**src/rtl/systolic_skew_feeder_pkg.sv**
```systemverilog
// Shared defaults, accumulator width and FSM state encoding for the systolic skew feeder.
// Pure declarations; no timing or flow-control behaviour of its own.
package systolic_pkg;
    localparam int DEF_DATAWIDTH = 8;
    localparam int DEF_N_SIZE    = 2;
    localparam int DEF_MAX_ROWS  = 16;
    localparam int ACCW          = 3 * DEF_DATAWIDTH;

    typedef enum logic [2:0] {
        IDLE,
        LOAD_WT,
        WT_GAP,
        STREAM,
        FLUSH,
        DONE
    } feeder_state_t;
endpackage

```
**src/rtl/skew_delay_line.sv**
```systemverilog
// Per-lane skew chain of DEPTH registers that shift only when adv is high.
// Latency: DEPTH advance steps; contents freeze while adv is low.
module skew_delay_line #(
    parameter int WIDTH = 8,
    parameter int DEPTH = 1
) (
    input  logic             clk,
    input  logic             rst_n,
    input  logic             adv,
    input  logic [WIDTH-1:0] d,
    output logic [WIDTH-1:0] q
);
    logic [WIDTH-1:0] stage [DEPTH];

    always_ff @(posedge clk or negedge rst_n) begin
        if (!rst_n) begin
            for (int s = 0; s < DEPTH; s++) stage[s] <= '0;
        end else if (adv) begin
            stage[0] <= d;
            for (int s = 1; s < DEPTH; s++) stage[s] <= stage[s-1];
        end
    end

    assign q = stage[DEPTH-1];
endmodule

```
**src/rtl/systolic_skew_feeder.sv**
```systemverilog
// Loads one weight tile into the systolic array, then streams skewed A rows plus N_SIZE-1 zero flush steps.
// Latency: weight strobe 1 cycle after accept, first sa_valid >= 3 cycles after accept; lane i lags i steps.
// Backpressure: wt_ready only in IDLE, a_ready only in STREAM; SYSTOLIC_FEEDER_PSUM_EN adds skewed psum lanes.
module systolic_skew_feeder
    import systolic_pkg::*;
#(
    parameter int DATAWIDTH = DEF_DATAWIDTH,
    parameter int N_SIZE    = DEF_N_SIZE,
    parameter int MAX_ROWS  = DEF_MAX_ROWS
) (
    input  logic                                clk,
    input  logic                                rst_n,
    input  logic                                wt_valid,
    output logic                                wt_ready,
    input  logic [DATAWIDTH*N_SIZE*N_SIZE-1:0]  wt_tile,
    input  logic [$clog2(MAX_ROWS+1)-1:0]       tile_rows,
    input  logic                                a_valid,
    output logic                                a_ready,
    input  logic [DATAWIDTH*N_SIZE-1:0]         a_row,
`ifdef SYSTOLIC_FEEDER_PSUM_EN
    input  logic [3*DATAWIDTH*N_SIZE-1:0]       psum_row,
`endif
    output logic                                sa_wt_en,
    output logic [DATAWIDTH*N_SIZE*N_SIZE-1:0]  sa_wt_flat,
    output logic                                sa_valid,
    output logic [DATAWIDTH*N_SIZE-1:0]         sa_matrix_A,
    output logic [3*DATAWIDTH*N_SIZE-1:0]       sa_matrix_B,
    output logic                                tile_done,
    output logic                                busy
);
    localparam int RW = $clog2(MAX_ROWS + 1);
    localparam int FW = (N_SIZE > 2) ? $clog2(N_SIZE) : 1;
    localparam logic [FW-1:0] FLUSH_LAST = FW'((N_SIZE > 1) ? N_SIZE - 2 : 0);

    feeder_state_t             state;
    logic [RW-1:0]             rows_lat;
    logic [RW-1:0]             row_cnt;
    logic [FW-1:0]             flush_cnt;
    logic                      adv;
    logic [DATAWIDTH*N_SIZE-1:0] a_in;

    assign wt_ready = (state == IDLE);
    assign a_ready  = (state == STREAM);
    // One advance step per accepted row, and unconditionally during the flush.
    assign adv      = (a_valid && a_ready) || (state == FLUSH);
    assign a_in     = (state == FLUSH) ? '0 : a_row;

    always_ff @(posedge clk or negedge rst_n) begin
        if (!rst_n) begin
            state      <= IDLE;
            sa_wt_en   <= 1'b0;
            sa_wt_flat <= '0;
            tile_done  <= 1'b0;
            busy       <= 1'b0;
            rows_lat   <= '0;
            row_cnt    <= '0;
            flush_cnt  <= '0;
        end else begin
            sa_wt_en  <= 1'b0;
            tile_done <= 1'b0;
            case (state)
                IDLE: begin
                    if (wt_valid) begin
                        sa_wt_flat <= wt_tile;
                        rows_lat   <= tile_rows;
                        sa_wt_en   <= 1'b1;
                        busy       <= 1'b1;
                        state      <= LOAD_WT;
                    end
                end
                LOAD_WT: state <= WT_GAP;
                WT_GAP: begin
                    row_cnt   <= '0;
                    flush_cnt <= '0;
                    if (rows_lat == '0) begin
                        tile_done <= 1'b1;
                        state     <= DONE;
                    end else begin
                        state <= STREAM;
                    end
                end
                STREAM: begin
                    if (a_valid) begin
                        row_cnt <= row_cnt + 1'b1;
                        if (row_cnt == rows_lat - 1'b1) begin
                            if (N_SIZE > 1) begin
                                state <= FLUSH;
                            end else begin
                                tile_done <= 1'b1;
                                state     <= DONE;
                            end
                        end
                    end
                end
                FLUSH: begin
                    flush_cnt <= flush_cnt + 1'b1;
                    if (flush_cnt == FLUSH_LAST) begin
                        tile_done <= 1'b1;
                        state     <= DONE;
                    end
                end
                DONE: begin
                    busy  <= 1'b0;
                    state <= IDLE;
                end
                default: state <= IDLE;
            endcase
        end
    end

    always_ff @(posedge clk or negedge rst_n) begin
        if (!rst_n) sa_valid <= 1'b0;
        else        sa_valid <= adv;
    end

    for (genvar i = 0; i < N_SIZE; i++) begin : g_a_lane
        skew_delay_line #(
            .WIDTH (DATAWIDTH),
            .DEPTH (i + 1)
        ) u_a_dly (
            .clk   (clk),
            .rst_n (rst_n),
            .adv   (adv),
            .d     (a_in[i*DATAWIDTH +: DATAWIDTH]),
            .q     (sa_matrix_A[i*DATAWIDTH +: DATAWIDTH])
        );
    end

`ifdef SYSTOLIC_FEEDER_PSUM_EN
    localparam int AW = 3 * DATAWIDTH;
    logic [AW*N_SIZE-1:0] b_in;

    assign b_in = (state == FLUSH) ? '0 : psum_row;

    for (genvar j = 0; j < N_SIZE; j++) begin : g_b_lane
        skew_delay_line #(
            .WIDTH (AW),
            .DEPTH (j + 1)
        ) u_b_dly (
            .clk   (clk),
            .rst_n (rst_n),
            .adv   (adv),
            .d     (b_in[j*AW +: AW]),
            .q     (sa_matrix_B[j*AW +: AW])
        );
    end
`else
    assign sa_matrix_B = '0;
`endif
endmodule

```
**config.mk**
```make
export PLATFORM = sky130hd
export DESIGN_NAME = systolic_skew_feeder
export DESIGN_NICKNAME = d
export VERILOG_FILES = /design/src/rtl/systolic_skew_feeder_pkg.sv /design/src/rtl/skew_delay_line.sv /design/src/rtl/systolic_skew_feeder.sv
export SDC_FILE = /design/constraint.sdc
export NUM_CORES = 1
export LEC_CHECK = 0
export ABC_AREA = 1
export CORE_UTILIZATION = 43
export CTS_BUF_LIST = sky130_fd_sc_hd__clkbuf_16
export CTS_CLUSTER_SIZE = 40
export DETAILED_ROUTE_END_ITERATION = 7
export PLACE_DENSITY = 0.81
export REMOVE_ABC_BUFFERS = 1
export SETUP_SLACK_MARGIN = 0.5
export SYNTH_ARGS = -nofsm -noshare
export SYNTH_HDL_FRONTEND = slang
export SYNTH_HIERARCHICAL = 1
export SYNTH_SLANG_ARGS = --single-unit
```
**constraint.sdc**
```tcl
create_clock -name clk -period 2 [get_ports clk]
set_input_delay 0.2 -clock clk [delete_from_list [all_inputs] [get_ports clk]]
set_output_delay 0.2 -clock clk [all_outputs]
set_load 0.05 [all_outputs]
```
==> flow_summary.json <==
{
  "outcome": "finished clean",
  "drtIter0Drc": 97,
  "synthMuxAreaShare_pct": 0,
  "die_h_um": 95.65,
  "grtUsageMet2_pct": 32.62,
  "tns_ns": 0,
  "max_freq_mhz": 666.6,
  "initial_core_util_pct": 45.21,
  "layout-drive-gt1-share_pct": 13.28,
  "worst_pin_slew_ns": 0.5207,
  "area_growth_pct": 34.87,
  "yosys.area_share.simple_pct": 29.73,
  "syn_area_per_cell_sq_um": 8.198,
  "grtUsageMet1_pct": 22.44,
  "dieArea_sq_um": 9149,
  "critical_path_class": "register to register",
  "netlist_area_sq_um": 3771,
  "grt_usage_pct": 19.16,
  "grt_pass1_wl_um": 13380,
  "clk_pin_slew_ns": 0.06,
  "antenna_cells": 0,
  "drv_cap": 0,
  "power_density_nw_per_um2": 1760,
  "synth_cells": 460,
  "rsz0062_at_grt": "true",
  "placed_cell_area_sq_um": 4676,
  "synth_top_family_by_area": "simple AND/OR/NAND/NOR gates",
  "dp.cells": 658,
  "hpwlAfterDp_um": 5921,
  "hold_viol": 0,
  "clock-sinks": 74,
  "setup_viol": 0,
  "row_count": 33,
  "synth-seq-cells": 74,
  "start_kind": "register",
  "met3_usage_pct": 6.061,
  "post-place-ws_ns": 0.3455,
  "antenna_found_initial": 0,
  "slew_violations": 0,
  "fin_area_sq_um": 5086,
  "max-clock-path-buffers": 2,
  "synth_cell_types": 28,
  "nNetsFinal": 634,
  "wl_per_cell_um": 12.06,
  "yosysTopAreaCellShare_pct": 49.10,
  "drc": 0,
  "end_kind": "register",
  "first_global_vias": 2993,
  "chipWidth_um": 95.65,
  "yosysSeqAreaShare_pct": 49.10,
  "h-tree-depth": 3,
  "post-route-util_pct": 60.98,
  "final-seq-area_sq_um": 1856,
  "pin_count": 159,
  "cts_tree": "done",
  "fin_worst_skew_ns": 0.008424,
  "vias_per_cell": 4.575,
  "num_vias": 3134,
  "multi_input_area_sq_um": 1444,
  "busiest_layer": "met2",
  "synth_area_leaders": "dfrtp_1, nand2_1, buf_4",
  "hp-class": "primary input to async pin",
  "period_share_pct": 75.01,
  "ir_drop_mv": 0.9320,
  "holdWs_ns": 0.3790,
  "cp.arrival_ns": 1.75,
  "cts-buffers-inserted": 9,
  "synth_fa_ha_area_share_pct": 0.6636,
  "crit_fanout": 2,
  "portBuffers": 110,
  "ant_nets": 0,
  "core_area_sq_um": 8341,
  "final.setup.worst_slack_ns": 0.4998,
  "p_leak_nw": 2.788,
  "overflow": 0,
  "power_mw": 8.951,
  "synth-compound-area-share_pct": 1.924,
  "globalplace.congestion": 0.8374,
  "clockRootBuffer": "clkbuf_16",
  "grt_max_degree": 44,
  "firstDrtPassIters": 4,
  "clkLatencyLatePin_ns": 0.33,
  "yosysWarnings": 6,
  "wirelength_um": 8259,
  "synth-xor-area-share_pct": 0.2322,
  "fin_crit_ns": 1.500,
  "max_slew_margin_pct": 65.43,
  "critPathRequiredTime_ns": 2.25,
  "fin_cells": 685,
  "fillCellCount": 753,
  "yosys.area.top_type": "dfrtp_1"
}
[cells in the mapped netlist (all sizes together)]
master    n
ha        2
nand4     3
inv      37
dfrtp    74
conb      1
nand2   211
nand3    17
or2       1
nor3      3
a21oi     4
xor2      1
buf      68
nor2     29
o21ai     9
[metal layers]
layer | vias to the layer above | wire length [um]
li1 | 1517 | -
met1 | 1458 | 3396
met4 | 0 | 127
met2 | 147 | 4038
met5 | - | 0
met3 | 12 | 696
[placed cells by master, fill, tap and decap left out, types with 3 or more instances in the layout]
cell / Yosys / layout
a21oi_1: 4 / 4
buf_4: 56 / 12
clkbuf_16: 0 / 9
clkdlybuf4s50_1: 0 / 55
clkinvlp_4: 0 / 3
conb_1: 1 / 48
dfrtp_1: 74 / 71
dfrtp_2: 0 / 3
dlygate4sd2_1: 0 / 52
inv_1: 30 / 27
inv_2: 5 / 6
nand2_1: 190 / 187
nand2_2: 18 / 21
nand2_4: 3 / 3
nand3_1: 16 / 15
nand4_1: 3 / 3
nor2_1: 26 / 26
nor2_4: 2 / 3
o21ai_0: 3 / 3
o21ai_1: 4 / 4
[cell type report]
cell class / count / share of cell area [%]
clock buffer: 9 / 4.428
clock inverter: 7 / 1.353
inverter: 37 / 3.075
multi-input combinational: 328 / 28.39
sequential: 74 / 36.48
tap: 105 / 2.583
timing repair buffer: 125 / 23.69
[timing repair]
| action | in CTS | in global routing |
|---|---|---|
| gates resized for setup | 68 | 7 |
| endpoints found under the hold margin | 36 | 0 |
| hold buffers | 1 | 0 |
| pin swaps | 5 | 5 |
| cloned | 1 | 0 |
| endpoints found under the setup margin | 81 | 57 |
| setup buffers | 5 | 4 |
[worst paths after layout]
check                                           start                              endpoint  slack, ns  cells after the start
hold reg to reg            sa_wt_flat[23]$_DFFE_PN0P_            sa_wt_flat[23]$_DFFE_PN0P_       0.48                      2
max in group asynchronous                       rst_n                  state[2]$_DFFE_PN0P_       1.03                      3
setup reg to reg              rows_lat[0]$_DFFE_PN0P_                  state[0]$_DFFE_PN0P_       0.50                     11
hold / removal                                  rst_n  g_a_lane[1].u_a_dly/q[3]$_DFFE_PN0P_       0.38                      2
min in group clk                          wt_tile[17]            sa_wt_flat[17]$_DFFE_PN0P_       0.40                      3
setup / recovery              rows_lat[0]$_DFFE_PN0P_                  state[0]$_DFFE_PN0P_       0.50                     11
[registers in the layout, summed over array words and instances (netlist names), 3 cells and up]
name / flops
g_a_lane.u_a_dly/q: 16
row_cnt: 5
state: 3
g_a_lane.u_a_dly/stage: 8
rows_lat: 5
sa_wt_flat: 32
[worst max-delay path, stage by stage, from the launching register on]
cell and delay, ns:
dfrtp_1 0.39, inv_2 0.08, ha_4 0.20, nand2_2 0.06, nand2_2 0.05, nor2_1 0.08
nand2_1 0.06, nor2_1 0.12, nand3_1 0.14, nand2_1 0.12, nand2_1 0.07, nand2_1 0.06
[power breakdown]
part / total, mW / switching [mW] / leakage, nW / internal (mW)
Combinational: 4.80 / 3.39 / 1.73 / 1.41
Clock: 1.56 / 0.602 / 0.133 / 0.960
Sequential: 2.59 / 0.423 / 0.928 / 2.16
[cells by family (layout without fill, tap and decap cells)]
| kind of cell | after synthesis | after routing |
|---|---|---|
| XOR/XNOR | 1 | 1 |
| adder cells (fa/ha/maj) | 2 | 2 |
| other | 1 | 48 |
| buffers and inverters | 105 | 178 |
| AND/OR/NAND/NOR | 264 | 264 |
| AO/OA/AOI/OAI | 13 | 13 |
| flip-flops | 74 | 74 |
(Power assumes the default switching activity.)
